$ cat src/rtl/score4_game_ctrl.sv
// score4_game_ctrl: Connect Four board, cursor, turn and win/draw sequencing for the VGA plotter.
// Define SCORE4_WIN_DETECT_EN to compile in the four-direction line check and the WIN state.
module score4_game_ctrl #(
    parameter int unsigned START_COL = 3
) (
    input  logic                 clk,
    input  logic                 rst,
    input  logic                 btn_left,
    input  logic                 btn_right,
    input  logic                 btn_drop,
    output logic [6:0][5:0][1:0] panel,
    output logic [6:0]           play,
    output logic                 turn,
    output logic                 busy,
    output logic                 game_over,
    output logic [1:0]           winner
);
    localparam int unsigned N_COL = 7;
    localparam int unsigned N_ROW = 6;
    localparam int unsigned COL_W = 3;
    localparam int unsigned ROW_W = 3;
    localparam int unsigned CNT_W = 6;
    localparam logic [CNT_W-1:0] N_CELLS  = CNT_W'(N_COL * N_ROW);
    localparam logic [COL_W-1:0] COL_MAX  = COL_W'(N_COL - 1);
    localparam logic [COL_W-1:0] COL_INIT = COL_W'(START_COL);
    localparam logic [6:0]       PLAY_INIT = 7'(7'd1 << START_COL);

    typedef enum logic [1:0] { IDLE, CHECK, WIN, DRAW } state_t;

    state_t               state, state_n;
    logic [2:0]           btn_cur, btn_prev;
    logic [2:0]           press;
    logic                 left_p, right_p, drop_p;
    logic [COL_W-1:0]     col, col_n;
    logic [CNT_W-1:0]     move_cnt, move_cnt_n;
    logic [6:0][5:0][1:0] panel_n;
    logic [6:0]           play_n;
    logic                 turn_n, busy_n, game_over_n;
    logic [1:0]           winner_n;
    logic [1:0]           placed;
    logic                 col_free;
    logic [ROW_W-1:0]     tgt_row;

    // Press pulses: one per rising edge of the registered level, so a held button acts once.
    assign press   = btn_cur & ~btn_prev;
    assign left_p  = press[0];
    assign right_p = press[1];
    assign drop_p  = press[2];
    assign placed  = {turn, ~turn};

    // Lowest free cell (largest row index) in the selected column.
    always_comb begin
        col_free = 1'b0;
        tgt_row  = '0;
        for (int r = 0; r < int'(N_ROW); r++) begin
            if (panel[col][ROW_W'(r)] == 2'b00) begin
                col_free = 1'b1;
                tgt_row  = ROW_W'(r);
            end
        end
    end

`ifdef SCORE4_WIN_DETECT_EN
    logic [1:0]       dir, dir_n;
    logic             win_flag, win_flag_n, line_win;
    logic [COL_W-1:0] last_col, last_col_n;
    logic [ROW_W-1:0] last_row, last_row_n;

    // Contiguous run through the last move along the direction selected by dir.
    always_comb begin
        int   dc, dr, c, r, run;
        logic go_f, go_b;
        dc   = 1;
        dr   = 0;
        c    = 0;
        r    = 0;
        run  = 1;
        go_f = 1'b1;
        go_b = 1'b1;
        case (dir)
            2'd0:    begin dc = 1; dr = 0;  end
            2'd1:    begin dc = 0; dr = 1;  end
            2'd2:    begin dc = 1; dr = 1;  end
            default: begin dc = 1; dr = -1; end
        endcase
        for (int k = 1; k <= 3; k++) begin
            c = int'(last_col) + k * dc;
            r = int'(last_row) + k * dr;
            if (go_f && c >= 0 && c < int'(N_COL) && r >= 0 && r < int'(N_ROW)) begin
                if (panel[COL_W'(c)][ROW_W'(r)] == placed) run = run + 1;
                else go_f = 1'b0;
            end else begin
                go_f = 1'b0;
            end
            c = int'(last_col) - k * dc;
            r = int'(last_row) - k * dr;
            if (go_b && c >= 0 && c < int'(N_COL) && r >= 0 && r < int'(N_ROW)) begin
                if (panel[COL_W'(c)][ROW_W'(r)] == placed) run = run + 1;
                else go_b = 1'b0;
            end else begin
                go_b = 1'b0;
            end
        end
        line_win = (run >= 4);
    end
`endif

    // Next-state and next-output logic.
    always_comb begin
        state_n    = state;
        panel_n    = panel;
        col_n      = col;
        move_cnt_n = move_cnt;
        turn_n     = turn;
        winner_n   = winner;
`ifdef SCORE4_WIN_DETECT_EN
        dir_n      = dir;
        win_flag_n = win_flag;
        last_col_n = last_col;
        last_row_n = last_row;
`endif
        case (state)
            IDLE: begin
                if (drop_p) begin
                    if (col_free) begin
                        panel_n[col][tgt_row] = placed;
                        move_cnt_n = move_cnt + CNT_W'(1);
                        state_n    = CHECK;
`ifdef SCORE4_WIN_DETECT_EN
                        last_col_n = col;
                        last_row_n = tgt_row;
                        dir_n      = 2'd0;
                        win_flag_n = 1'b0;
`endif
                    end
                end else if (left_p && !right_p) begin
                    if (col != '0) col_n = col - COL_W'(1);
                end else if (right_p && !left_p) begin
                    if (col != COL_MAX) col_n = col + COL_W'(1);
                end
            end
            CHECK: begin
`ifdef SCORE4_WIN_DETECT_EN
                win_flag_n = win_flag | line_win;
                dir_n      = dir + 2'd1;
                if (dir == 2'd3) begin
                    if (win_flag_n) begin
                        state_n  = WIN;
                        winner_n = placed;
                    end else if (move_cnt == N_CELLS) begin
                        state_n = DRAW;
                    end else begin
                        turn_n  = ~turn;
                        state_n = IDLE;
                    end
                end
`else
                if (move_cnt == N_CELLS) begin
                    state_n = DRAW;
                end else begin
                    turn_n  = ~turn;
                    state_n = IDLE;
                end
`endif
            end
            WIN, DRAW: begin
                if (drop_p) begin
                    panel_n    = '0;
                    turn_n     = 1'b0;
                    col_n      = COL_INIT;
                    move_cnt_n = '0;
                    winner_n   = 2'b00;
                    state_n    = IDLE;
                end
            end
            default: state_n = IDLE;
        endcase
        busy_n      = (state_n == CHECK);
        game_over_n = (state_n == WIN) || (state_n == DRAW);
        play_n      = 7'(7'd1 << col_n);
    end

    always_ff @(posedge clk) begin
        if (rst) begin
            state     <= IDLE;
            btn_cur   <= '0;
            btn_prev  <= '0;
            panel     <= '0;
            col       <= COL_INIT;
            play      <= PLAY_INIT;
            move_cnt  <= '0;
            turn      <= 1'b0;
            busy      <= 1'b0;
            game_over <= 1'b0;
            winner    <= 2'b00;
`ifdef SCORE4_WIN_DETECT_EN
            dir       <= 2'd0;
            win_flag  <= 1'b0;
            last_col  <= '0;
            last_row  <= '0;
`endif
        end else begin
            state     <= state_n;
            btn_cur   <= {btn_drop, btn_right, btn_left};
            btn_prev  <= btn_cur;
            panel     <= panel_n;
            col       <= col_n;
            play      <= play_n;
            move_cnt  <= move_cnt_n;
            turn      <= turn_n;
            busy      <= busy_n;
            game_over <= game_over_n;
            winner    <= winner_n;
`ifdef SCORE4_WIN_DETECT_EN
            dir       <= dir_n;
            win_flag  <= win_flag_n;
            last_col  <= last_col_n;
            last_row  <= last_row_n;
`endif
        end
    end

endmodule

$ cat config.mk
export PLATFORM = sky130hd
export DESIGN_NAME = score4_game_ctrl
export DESIGN_NICKNAME = d
export VERILOG_FILES = /design/src/rtl/score4_game_ctrl.sv
export SDC_FILE = /design/constraint.sdc
export NUM_CORES = 1
export LEC_CHECK = 0
export CAP_MARGIN = 20
export CORE_UTILIZATION = 52
export DETAILED_ROUTE_END_ITERATION = 12
export GPL_TIMING_DRIVEN = 0
export PLACE_DENSITY = 0.86
export REMOVE_ABC_BUFFERS = 1
export SLEW_MARGIN = 20
export SYNTH_ARGS = -nofsm -noshare
export SYNTH_HDL_FRONTEND = slang
export SYNTH_SLANG_ARGS = --single-unit
$ cat constraint.sdc
create_clock -name clk -period 4.75 [get_ports clk]
set_input_delay 1.1875 -clock clk [delete_from_list [all_inputs] [get_ports clk]]
set_output_delay 1.1875 -clock clk [all_outputs]
set_load 0.005 [all_outputs]
======== Yosys cells after proc, flatten, opt, wreduce, memory -nomap -nowiden ========
Index checks and enable logic that the tools add are counted.
word-level totals
  register bits ........................... 111
  latch bits .............................. 0
  bits in writable memories ............... 0
  bits in read-only memories .............. 0
  input bits .............................. 5
  output and inout port bits .............. 96
  word-level logic and storage cells ...... 129
  memories kept ........................... 0
operators by class
  add/sub/neg operators ................... 3
  $mul .................................... 0
  divide/modulo/power cells ............... 0
  $lt $le $gt $ge ......................... 4
  eq/ne operators ......................... 12
  shift operators ......................... 1
  multiplexer cells ....................... 37
  bitwise operators ....................... 3
  reductions and logical operators ........ 18
operators with widths
  cell                                                                           count
  84-bit 2-to-1 mux                                                              3
  84-bit case mux with 2 select lines                                            1
  84-bit bitwise mux                                                             1
  12-bit binary-select mux with 3-bit select                                     1
  12-bit demux with 3-bit select                                                 1
  3-bit 2-to-1 mux                                                               8
  6-bit 2-to-1 mux                                                               3
  12-bit 2-to-1 mux                                                              1
  6-bit case mux with 2 select lines                                             1
  2-bit logical NOT                                                              5
  2-bit 2-to-1 mux                                                               5
  2-bit == test (second input constant)                                          4
  3-bit by 4-bit less-than comparator with 1-bit output (second input constant)  2
  8-bit 2-to-1 mux                                                               1
  2-bit != test (second input constant)                                          4
  1-bit 2-to-1 mux                                                               7
  1-bit by 3-bit left shift with 7-bit output (first input constant)             1
  6-bit by 1-bit adder with 6-bit output (second input constant)                 1
  2-bit demux with 3-bit select                                                  1
  6-bit == test (second input constant)                                          1
  3-bit by 1-bit >= comparator with 1-bit output (second input constant)         2
  2-bit case mux with 3 select lines                                             1
  3-bit case mux with 2 select lines                                             1
  2-bit by 1-bit == test with 1-bit output (second input constant)               2
  15 further kinds                                                               20

======== Depth between registers and ports, before layout ========
  depth after elaboration ................. 16
  depth in mapped cells ................... 10
  depth with buffers taken out ............ 9

======== Worst setup path before layout ========
Ideal clock, no wire load.
  kind .................................... input to register
  from .................................... in rst
  to ...................................... reg panel[0] (netlist bit)
  library setup time ...................... 0.076 ns
  data arrival time ....................... 2.344 ns
  required time ........................... 4.674 ns
  setup slack ............................. 2.330 ns
  stages .................................. 5
  path buffers ............................ 1
  cells stage by stage .................... or2_2 -> clkbuf_1 -> nor3_1 -> nand3_1 -> o22ai_1
RTL lines
  item                  line  source
  from (decl)           7     input logic rst,
  to (signal assigned)  206   panel <= panel_n;
  to (decl)             11    output logic [6:0][5:0][1:0] panel,

==> metrics <==
unrepaired setup endpoints after global routing=no; Synth Register Bits=82; clk_lat worst skew=0.36 ns; FP Rows=30; Ant. Diodes=0; global-route wire length before repair=14400 microns; endpoint class of the critical path=flip-flop; sequential area share after synthesis=0.452; GR met1 Demand/Resource=0.318; Crit path largest cell delay=0.67 ns; vias per std cell=5.82; hold depth=1; initial core utilization=0.537; setup TNS=0 ns; fin crit period=3.23 ns; Setup Viol. Count Final=0; status=finished, final reports clean; TritonCTS clock tree=yes; Overflow after GRT=0; data required time of the worst path=5.02 ns; Non-Filler Cell Area, Final=0.00445 sq mm; gpl congestion=0.830; largest net degree at the start of global routing=31; Hold Path End=btn_prev[1]$_SDFF_PP0_; CP top delay family=simple AND/OR/NAND/NOR gates; ANT nets after route=0; Hold Vio Cnt, Final=0; Critical R2R Launch=col[2]$_SDFF_PP0_; Final WS setup=1.52 ns; combinational share of power=0.139; Worst path slowest cell=clkdlybuf4s50_1; clock skew=0.00822 ns; # nets final=500; Post-Syn Area=0.00363 sq mm; cts bufs inserted=9; crit path max fanout=14; hold buffers post-CTS=0; grt met2 use=0.399; Gate Count Post-Synth=426; die area=0.00732 sq mm; min-delay src=btn_cur[1]$_SDFF_PP0_; number of port buffers=70; crit path cell chain=clkdlybuf4s50_1, or2_2, nor3_1, nand3_1, o22ai_1; Root Driver=clkbuf_8; clock sink total=82; Pre-Repair DR Iteration Count=7; asr flop ratio synth=0; FMAX=0.309 GHz; min-delay worst type=flip-flop to flip-flop; initial antenna violation count=0; gr busiest metal=met2; Cell Area, Placed=0.00425 sq mm; Post-CTS Resized=0; total wire length=8990 microns; MaxCap Viol Count=0; crit path DAT=3.50 ns; ys flop type=dfxtp_1; Residual DRC=0; met3 Use GR=0.0780; # IOs=101; Post-synth EDFFs=0; syn_area_per_cell=8.52 sq um; sequential share of power=0.507; reg-to-reg critical path endpoint=panel[49]$_SDFFE_PP0P_; DR vias=3342; Total GRT Usage=0.252; Iter 0 DRT Violations=448; Buf/Inv on CP=1; post-synth cell types=54; VDD IR max=262 uV; post-DP HPWL=6260 microns; WS Path Type=primary input to flip-flop; critical path launch point type=primary input; Clock Power Share=0.353; H-tree levels=3; die width=85.5 microns; pins over their slew limit=0; Die H=85.5 microns; routed len/inst=15.7 microns; synth-to-layout area growth=22.7%; worst-margin pin slew=0.879 ns; Post-Layout Cell Count=574; Final period util=0.681; clk slew on worst S/H paths=0.08 ns; r2r setup slk=1.70 ns; sw power=0.000414 W; vias in the first global route=2997; r2r worst-path depth=7; Leakage Power=1.60 nW; Internal=0.00103 W; Pwr per Cell Area=325 mW/mm^2; Core Area=0.00676 sq mm; synth warn=0; share of layout cells above drive strength 1=0.0547; switching portion of total power=0.286; Clock Path Buffers=2; pre-CTS worst setup slack=1.22 ns; post-CTS setup buffers=0; Slew headroom=0.414; placed cell count=558; hold_ws=0.472 ns
==> sequential cells by signal, summed over array words and instances (netlist names) <==
signal	flops
busy	1
btn_prev	3
play	7
state	1
game_over	1
move_cnt	6
turn	1
col	3
btn_cur	3
panel	56
==> cells in the mapped netlist (all sizes together), types with 2 or more instances <==
cell     count  share of area
nand2b       7          0.012
inv         21          0.022
a211o        2         0.0048
a31oi       11          0.019
xnor2        2         0.0048
a21o         4         0.0083
nor2b       11          0.019
nand3b       2         0.0041
nor4         2         0.0034
clkbuf       8         0.0083
nand3        6         0.0083
a21oi       17          0.023
o22ai       15          0.026
nand2       55          0.057
a2111oi      2         0.0055
a22o         6          0.014
nor2        31          0.032
o21ai       40          0.055
nor3b        3         0.0062
a311o        2         0.0055
or3          2         0.0034
buf         40          0.081
dfxtp       82           0.45
nor3        19          0.026
ha           6          0.021
a211oi       8          0.021
==> logic make-up after synthesis <==
group           Yosys count  share of synthesized area
xor+xnor                  3                    0.00724
simple gates            143                      0.181
buf+inv                  69                      0.111
other cells               1                    0.00103
mux                       2                    0.00896
fa+ha+maj                 6                     0.0207
compound gates          120                      0.217
flops                    82                      0.452
==> metrics by stage <==
stage / utilization / power (W)
global route: 0.659 / 0.00150
floorplan: - / 0.000869
detailed placement: 0.629 / 0.000942
finish: 0.659 / 0.00145
global placement: 0.624 / 0.000933
CTS: 0.659 / 0.00144
==> worst reg2reg max path, delay by kind of cell, from the launching register on <==
kind                   cells  cell delay, ns
AO/OA/AOI/OAI              6            1.79
flip-flops                 1            0.89
buffers and inverters      1            0.24
==> worst max path at each step <==
stage | depth (start not counted) | slack (ns) | endpoint | from
floorplan | 3 | 1.50 | play[3]$_SDFF_PP1_ | rst
global placement | 4 | -0.09 | panel[73]$_SDFFE_PP0P_ | rst
detailed placement | 5 | 1.22 | panel[49]$_SDFFE_PP0P_ | rst
CTS | 6 | 1.52 | move_cnt[0]$_SDFFE_PP0P_ | col[0]$_SDFF_PP1_
global route | 5 | 1.39 | panel[37]$_SDFFE_PP0P_ | rst
finish | 5 | 1.52 | panel[49]$_SDFFE_PP0P_ | rst
==> cell type report <==
type / instances / area (sq um)
Fill cell: 563 / 2300
Timing Repair Buffer: 71 / 728
Sequential cell: 82 / 1640
Tap cell: 80 / 100
Inverter: 21 / 78.8
Clock inverter: 6 / 66.3
Clock buffer: 10 / 138
Multi-Input combinational cell: 304 / 1700
==> power by group through the flow <==
stage	sequential [W]	clock [W]	combinational (W)
floorplan	0.000741	0	0.000129
global placement	0.000747	0	0.000187
detailed placement	0.000748	0	0.000194
CTS	0.000732	0.000512	0.000196
global route	0.000737	0.000546	0.000219
finish	0.000733	0.000511	0.000202
==> layout by cell type, fill, tap and decap left out, drive strengths merged, types with 3 or more instances in the layout <==
master          n
a211oi          8
a21o            4
a21oi          17
a22o            6
a31oi          11
clkbuf         10
clkdlybuf4s50  70
clkinvlp        3
conb           30
dfxtp          82
ha              6
inv            21
nand2          55
nand2b          7
nand3           6
nor2           31
nor2b          11
nor3           19
nor3b           3
o21ai          40
o22ai          15
==> per-layer routing <==
layer  vias up  part of all wire
li1       1559                 -
met1      1585              0.42
met2       163              0.47
met3        35             0.079
met4         0             0.030
met5         -                 0
Note: power is estimated with default switching activity, not from simulation.
